--- src/rtl/iob_fifo_pkg.sv ---
// Shared FIFO helpers: depth/level-width functions and flag reset values.
// Used by iob_regfile_fifo_ctrl and its pointer sub-module.
package iob_fifo_pkg;

  function automatic int DEPTH(input int addr_w);
    return 1 << addr_w;
  endfunction

  function automatic int LEVEL_W(input int addr_w);
    return addr_w + 1;
  endfunction

  localparam logic FULL_RST   = 1'b0;
  localparam logic EMPTY_RST  = 1'b1;
  localparam logic AFULL_RST  = 1'b0;
  localparam logic AEMPTY_RST = 1'b1;

endpackage

--- src/rtl/iob_fifo_ptr.sv ---
// ADDR_W-bit wrapping pointer with enable, clock enable and synchronous reset.
module iob_fifo_ptr #(
  parameter int ADDR_W = 3
) (
  input  logic              clk_i,
  input  logic              rst_i,
  input  logic              cke_i,
  input  logic              en_i,
  output logic [ADDR_W-1:0] ptr_o
);

  // Natural ADDR_W-bit overflow gives the wrap from 2**ADDR_W-1 to 0.
  always_ff @(posedge clk_i) begin
    if (rst_i) begin
      ptr_o <= '0;
    end else if (cke_i && en_i) begin
      ptr_o <= ptr_o + 1'b1;
    end
  end

endmodule

--- src/rtl/iob_regfile_fifo_ctrl.sv ---
// FIFO controller in front of a 1W/1R register file with async read; pop data is registered.
// Optional almost-full/almost-empty flags are enabled with IOB_REGFILE_FIFO_CTRL_THRESH_EN.
module iob_regfile_fifo_ctrl
  import iob_fifo_pkg::*;
#(
  parameter int ADDR_W    = 3,
`ifdef IOB_REGFILE_FIFO_CTRL_THRESH_EN
  parameter int AFULL_TH  = 2**ADDR_W - 1,
  parameter int AEMPTY_TH = 1,
`endif
  parameter int DATA_W    = 21
) (
  input  logic                       clk_i,
  input  logic                       rst_i,
  input  logic                       cke_i,
  input  logic                       w_en_i,
  input  logic [DATA_W-1:0]          w_data_i,
  output logic                       w_full_o,
  input  logic                       r_en_i,
  output logic [DATA_W-1:0]          r_data_o,
  output logic                       r_empty_o,
  output logic [LEVEL_W(ADDR_W)-1:0] level_o,
  output logic                       overflow_o,
  output logic                       underflow_o,
`ifdef IOB_REGFILE_FIFO_CTRL_THRESH_EN
  output logic                       almost_full_o,
  output logic                       almost_empty_o,
`endif
  output logic                       ext_mem_wen_o,
  output logic [ADDR_W-1:0]          ext_mem_waddr_o,
  output logic [DATA_W-1:0]          ext_mem_wdata_o,
  output logic [ADDR_W-1:0]          ext_mem_raddr_o,
  input  logic [DATA_W-1:0]          ext_mem_rdata_i
);

  localparam int              LW       = LEVEL_W(ADDR_W);
  localparam logic [LW-1:0]   FULL_LVL = LW'(DEPTH(ADDR_W));

  logic [LW-1:0]     level_q;
  logic [ADDR_W-1:0] wptr;
  logic [ADDR_W-1:0] rptr;
  logic              push;
  logic              pop;

  // Handshake: a request is taken in any cycle with cke_i high, its enable high and
  // its flag (full/empty from the level register) low; there is no other backpressure.
  assign w_full_o  = (level_q == FULL_LVL);
  assign r_empty_o = (level_q == '0);
  assign push      = !rst_i && cke_i && w_en_i && !w_full_o;
  assign pop       = !rst_i && cke_i && r_en_i && !r_empty_o;
  assign level_o   = level_q;

  assign ext_mem_wen_o   = push;
  assign ext_mem_waddr_o = wptr;
  assign ext_mem_wdata_o = w_data_i;
  assign ext_mem_raddr_o = rptr;

  iob_fifo_ptr #(.ADDR_W(ADDR_W)) u_wptr (
    .clk_i (clk_i),
    .rst_i (rst_i),
    .cke_i (cke_i),
    .en_i  (push),
    .ptr_o (wptr)
  );

  iob_fifo_ptr #(.ADDR_W(ADDR_W)) u_rptr (
    .clk_i (clk_i),
    .rst_i (rst_i),
    .cke_i (cke_i),
    .en_i  (pop),
    .ptr_o (rptr)
  );

  always_ff @(posedge clk_i) begin
    if (rst_i) begin
      level_q     <= '0;
      r_data_o    <= '0;
      overflow_o  <= 1'b0;
      underflow_o <= 1'b0;
    end else if (cke_i) begin
      case ({push, pop})
        2'b10:   level_q <= level_q + 1'b1;
        2'b01:   level_q <= level_q - 1'b1;
        default: level_q <= level_q;
      endcase
      if (pop) begin
        r_data_o <= ext_mem_rdata_i;
      end
      overflow_o  <= w_en_i && w_full_o;
      underflow_o <= r_en_i && r_empty_o;
    end else begin
      // Pulses must not stretch across a stalled cycle.
      overflow_o  <= 1'b0;
      underflow_o <= 1'b0;
    end
  end

`ifdef IOB_REGFILE_FIFO_CTRL_THRESH_EN
  // Level resets to 0, which yields AFULL_RST / AEMPTY_RST on these flags.
  assign almost_full_o  = (level_q >= LW'(AFULL_TH));
  assign almost_empty_o = (level_q <= LW'(AEMPTY_TH));
`endif

endmodule

--- config.mk ---
export PLATFORM = sky130hd
export DESIGN_NAME = iob_regfile_fifo_ctrl
export DESIGN_NICKNAME = d
export VERILOG_FILES = /design/src/rtl/iob_fifo_pkg.sv /design/src/rtl/iob_fifo_ptr.sv /design/src/rtl/iob_regfile_fifo_ctrl.sv
export SDC_FILE = /design/constraint.sdc
export NUM_CORES = 1
export LEC_CHECK = 0
export ABC_AREA = 1
export BUFFER_PORTS_ARGS = -buffer_cell sky130_fd_sc_hd__buf_4
export CORE_MARGIN = 4
export CORE_UTILIZATION = 38
export DETAILED_ROUTE_END_ITERATION = 7
export GPL_TIMING_DRIVEN = 0
export PLACE_DENSITY = 0.76
export SYNTH_ARGS = -nofsm -noshare
export SYNTH_HDL_FRONTEND = slang
export SYNTH_SLANG_ARGS = --single-unit
--- constraint.sdc ---
create_clock -name clk_i -period 1.7 [get_ports clk_i]
set_input_delay 0.085 -clock clk_i [delete_from_list [all_inputs] [get_ports clk_i]]
set_output_delay 0.085 -clock clk_i [all_outputs]
set_load 0.1 [all_outputs]
# Word level (Yosys, flattened, before mapping)
# Index checks and enable logic that the tools add are counted.
# totals
out_inout_bits,57
ff_bits,33
in_bits,47
word_cells,32
# op_classes
reduce_logical,17
n_eq_ne,3
add_sub_neg,4
n_mux,1
bitwise_logic,1
# op_table
operator,n
1-bit logical AND,9
4-bit one-hot mux with 2 select lines,1
"3-bit by 1-bit adder with 3-bit output, second input constant",2
"4-bit by 1-bit adder with 4-bit output, second input constant",1
"4-bit == test, second input constant",1
4-bit logical NOT,1
2-bit AND reduction,2
"4-bit by 1-bit subtractor with 4-bit output, second input constant",1
1-bit logical NOT,3
"2-bit by 1-bit == test with 1-bit output, second input constant",1
"2-bit == test, second input constant",1
2-bit nonzero test,1
2-bit OR reduction,1
1-bit inverter,1

# Depth between registers and ports, before layout
# depth
word_depth,7
ltp_mapped,16
depth_no_buf,15

# By module
# From an unflattened synthesis, not the netlist that was laid out.
# unflattened
cells_unflattened,211
area_unflattened_um2,1620.3
# by_module_without_submodules
module,cells_per_inst,area_per_inst_um2,seq_area_each_um2,n_inst
iob_regfile_fifo_ctrl,171,1340.0,540.5,1
iob_fifo_ptr,20,140.1,60.1,2

# Worst setup path before layout
# OpenSTA, ideal clock, no wires.
# synth_timing
path_type,reg-to-reg
from,"reg level_q[2], in the netlist level_o[2]"
to,"reg level_q[2], in the netlist level_o[2]"
stages_incl_launch_ff,15
required_time_ns,1.585
path_buffers,1
t_arrival_ns,2.601
setup_time_ns,0.115
synth_period_minus_slack_ns,2.716
slack_ns,-1.016
path_cell_list,dfxtp_1 > inv_1 > nand3_2 > nand2_4 > inv_6 > buf_12 > ha_1 > nand2_1 > inv_1 > nor2_1 > ha_1 > a21oi_1 > xnor2_1 > o21ai_0 > inv_1
# synth_between
elab_chain_cells,6
word_cells_on_any_way,13
classes_between,add/sub: 2; eq/ne: 3; mux: 1; reduce/logical: 7
# synth_rtl
item,line_no,text
"start, declared",iob_regfile_fifo_ctrl.sv:39,logic [LW-1:0] level_q;
"start signal, assigned",iob_regfile_fifo_ctrl.sv:82,2'b10: level_q <= level_q + 1'b1;
"start signal, assigned",iob_regfile_fifo_ctrl.sv:83,2'b01: level_q <= level_q - 1'b1;
"start signal, assigned",iob_regfile_fifo_ctrl.sv:84,default: level_q <= level_q;
4-bit == test / 4-bit logical NOT (equally long branches),"iob_regfile_fifo_ctrl.sv:47, iob_regfile_fifo_ctrl.sv:48",
1-bit logical NOT (on tied branches),"iob_regfile_fifo_ctrl.sv:49, iob_regfile_fifo_ctrl.sv:50",
1-bit logical AND (on tied branches),"iob_regfile_fifo_ctrl.sv:49, iob_regfile_fifo_ctrl.sv:50",
2-bit by 1-bit == test with 1-bit output / 2-bit == test (equally long branches),iob_regfile_fifo_ctrl.sv:81,"case ({push, pop})"
2-bit nonzero test (no line),n/a,
2-bit AND reduction (no line),n/a,
# Parallel ways exist; a longest one is shown, timed or not.
# A chain may end at the register's enable or synchronous reset.

# Final worst setup path
# layout_timing
from,"reg level_q[0], in the netlist level_o[0]"
to,"reg level_q[2], in the netlist level_o[2]"
# The elaborated chain is that of the path after synthesis.

==> run_results.csv <==
group,metric,value,unit
drt,final_antenna_net_count,0,
cells_and_area,utilization,62.17,%
logic_synthesis,synth_area,1588,um^2
drt,viasPerCell,4.496,
drt,firstDrtPassIters,4,
global_route,globalRouteOverflowTotal,0,
flow_run,drv_cap,0,
sta,hold_violations,0,
worst_hold_path,hold_path.startpoint,"ext_mem_rdata_i[15]",
setup_path,crit_type,"reg -> reg",
logic_synthesis,syn_area_per_cell,7.899,um^2
sta,final_max_slew_viol_count,0,
cells_and_area,fillCellCount,381,
logic_synthesis,yosys.area.top_type,"dfxtp_1",
logic_synthesis,ys_seq_area_share,41.61,%
setup_path,startpoint_type,"register",
cells_and_area,areaGrowthSynthToFinish,57.76,%
floorplanning,dieWidth,72.64,um
cells_and_area,multi_input_area,701.9,um^2
cts,cts_tree,"built",
logic_synthesis,synthCells,201,
drt,first_iter_violations,51,
cts,cts_buffers,5,
cells_and_area,drive_gt1_share,53.85,%
cells_and_area,final_common_cell,"buf_4",
cells_and_area,final_cell_mix,"113 x buf_4, 41 x nor2_1, 29 x dfxtp_1",
placement,gp_congestion,0.7256,
floorplanning,core-area,4029,um^2
global_route,grt_pass1_vias,1457,
power,totalPowerFinal,0.002191,W
floorplanning,rows,23,
cts,cts.clk_slew.worst_paths,70,ps
logic_synthesis,ys_top_cells_by_area,"dfxtp_1 42%, buf_4 10%, nor2_1 10%, o21ai_0 8.8%, inv_1 4.0%",
cts,insertion_delay,280,ps
power,vdd_drop_max,0.4682,mV
floorplanning,die_h,72.64,um
cts,clock-root-buffer,"clkbuf_8",
setup_path,r2r_start,"level_o[0]",
global_route,grt_antenna_before_repair,0,
setup_path,critical_path.endpoint_type,"register",
setup_path,cp_max_fo,4,
global_route,grt_max_degree,17,
floorplanning,dieArea,5277,um^2
drt,drcViolationCount,0,
setup_path,ff2ff_path_depth,12,
cells_and_area,seq_area,675.6,um^2
logic_synthesis,synth_top_area_share,41.61,%
cts,cts_hold_buf,0,
drt,routedWlPerCell,11.99,um
sta,holdWs,44.93,ps
sta,finalSetupViolations,0,
worst_hold_path,hold_path_class,"in -> reg",
setup_path,required,1890,ps
cells_and_area,nets,350,
logic_synthesis,ys_types,24,
cts,htree_levels,2,
logic_synthesis,yosys_warnings,0,
setup_path,critPathLaunch,"level_o[0]",
sta,period_needed,1693,ps
sta,tightest_slew,410.9,ps
drt,drt-total-wl,4186,um
sta,fmax,0.5905,GHz
cts,cts.path.max_buffers,2,
placement,portBuffers,82,
sta,rsz0062_at_grt,"yes",
floorplanning,ios,104,
logic_synthesis,ys_ff_latch,33,
global_route,grt_pass1_wl,6492,um
floorplanning,initial_utilization,39.41,%
sta,fin_crit_sh,99.61,%
sta,skew,8.931,ps
worst_hold_path,whs_path_depth,3,
drt,vias,1569,
power,power_density,874.8,nW/um^2
cells_and_area,diodes,0,
placement,hpwl,3086,um
logic_synthesis,syn-num-nets,253,
sta,slew_headroom,72.61,%
run_status,status,"complete, no violations",
power,p_leak,1.237,nW
global_route,track_usage,15.60,%
setup_path,cp.arrival,1880,ps
cts,cts.sinks,33,
## cells by family (layout without fill, tap and decap cells)
logic type / count (synthesis) / count (layout) / share of synthesized area (%)
compound gates: 37 / 37 / 11.90
xor+xnor: 2 / 2 / 1.103
fa+ha+maj: 5 / 5 / 3.940
buf+inv: 48 / 146 / 19.31
flops: 33 / 33 / 41.61
simple gates: 76 / 76 / 22.14
## layer usage
layer / global-route usage [%] / vias up / part of all wire (%)
met1: 17.26 / 695 / 37
li1: - / 805 / -
met4: 6.762 / 0 / 1.3
met3: 3.994 / 6 / 8.3
met2: 27.96 / 63 / 53
met5: 0 / - / 0
## synth_stat cells
cell type,count
nor2_1,44
xnor2_1,2
dfxtp_1,33
inv_6,1
inv_1,17
ha_1,5
nand3_2,1
a21oi_2,1
o21ai_1,2
buf_6,3
and3_1,1
nand3_1,6
buf_4,22
nand2_1,9
o21ai_0,28
nand2_2,1
nor2_4,1
a21oi_1,6
buf_12,1
inv_2,2
nor3_1,2
nor2_2,9
nand2_4,2
clkbuf_1,2
## registers in the layout (all words and copies together), names as in the netlist
name          flops
u_wptr.ptr_o      3
r_data_o         21
overflow_o        1
underflow_o       1
level_o           4
u_rptr.ptr_o      3
## worst max-delay path, cell delays in order (launching register included)
cell,delay [ps]
dfxtp_4,370
nor2_4,150
nand3_4,100
nand2_4,110
inv_12,40
ha_4,170
nor2_4,120
nor2_4,60
ha_4,150
a21oi_2,110
xnor2_1,70
o21ai_1,110
inv_1,40
## layout make-up
cell class | count | share of cell area (%)
multi-input cells | 120 | 28.02
repair buffers | 91 | 27.27
flip-flops and latches | 33 | 26.97
plain buffers | 27 | 8.242
inverters | 20 | 3.596
clock buffers | 5 | 2.747
well taps | 50 | 2.498
clock inverters | 3 | 0.6494
## through the flow
step / instances / TNS (ps) / worst slack (ps) / cell area, um^2
finish: 349 / 0 / 6.616 / 2505
global route: 349 / -200.0 / -110.6 / 2505
CTS: 347 / -21.01 / -21.01 / 2460
detailed placement: 333 / -886.9 / -300.6 / 2305
global placement: 333 / -730.3 / -255.1 / 2305
floorplan: 201 / -696.4 / -287.3 / 1627
## worst paths after layout
kind / to / slack [ps]
setup / recovery: level_o[2] / 7
hold / removal: r_data_o[15] / 40
setup reg to reg: level_o[2] / 7
hold reg to reg: u_wptr.ptr_o[2] / 480
## power breakdown
group | switching, W | internal (W)
logic | 0.000580 | 0.000216
registers | 0.0000216 | 0.000799
clock network | 0.000292 | 0.000283
## timing repair
| item | 4_1_cts | 5_1_grt |
|---|---|---|
| endpoints found under the setup margin | 4 | 4 |
| pin swaps | 9 | 6 |
| gates resized for setup | 12 | 9 |
| endpoints found under the hold margin | 0 | 0 |
| buffers inserted | 7 | 2 |
Power figures use the tool's default switching activity.
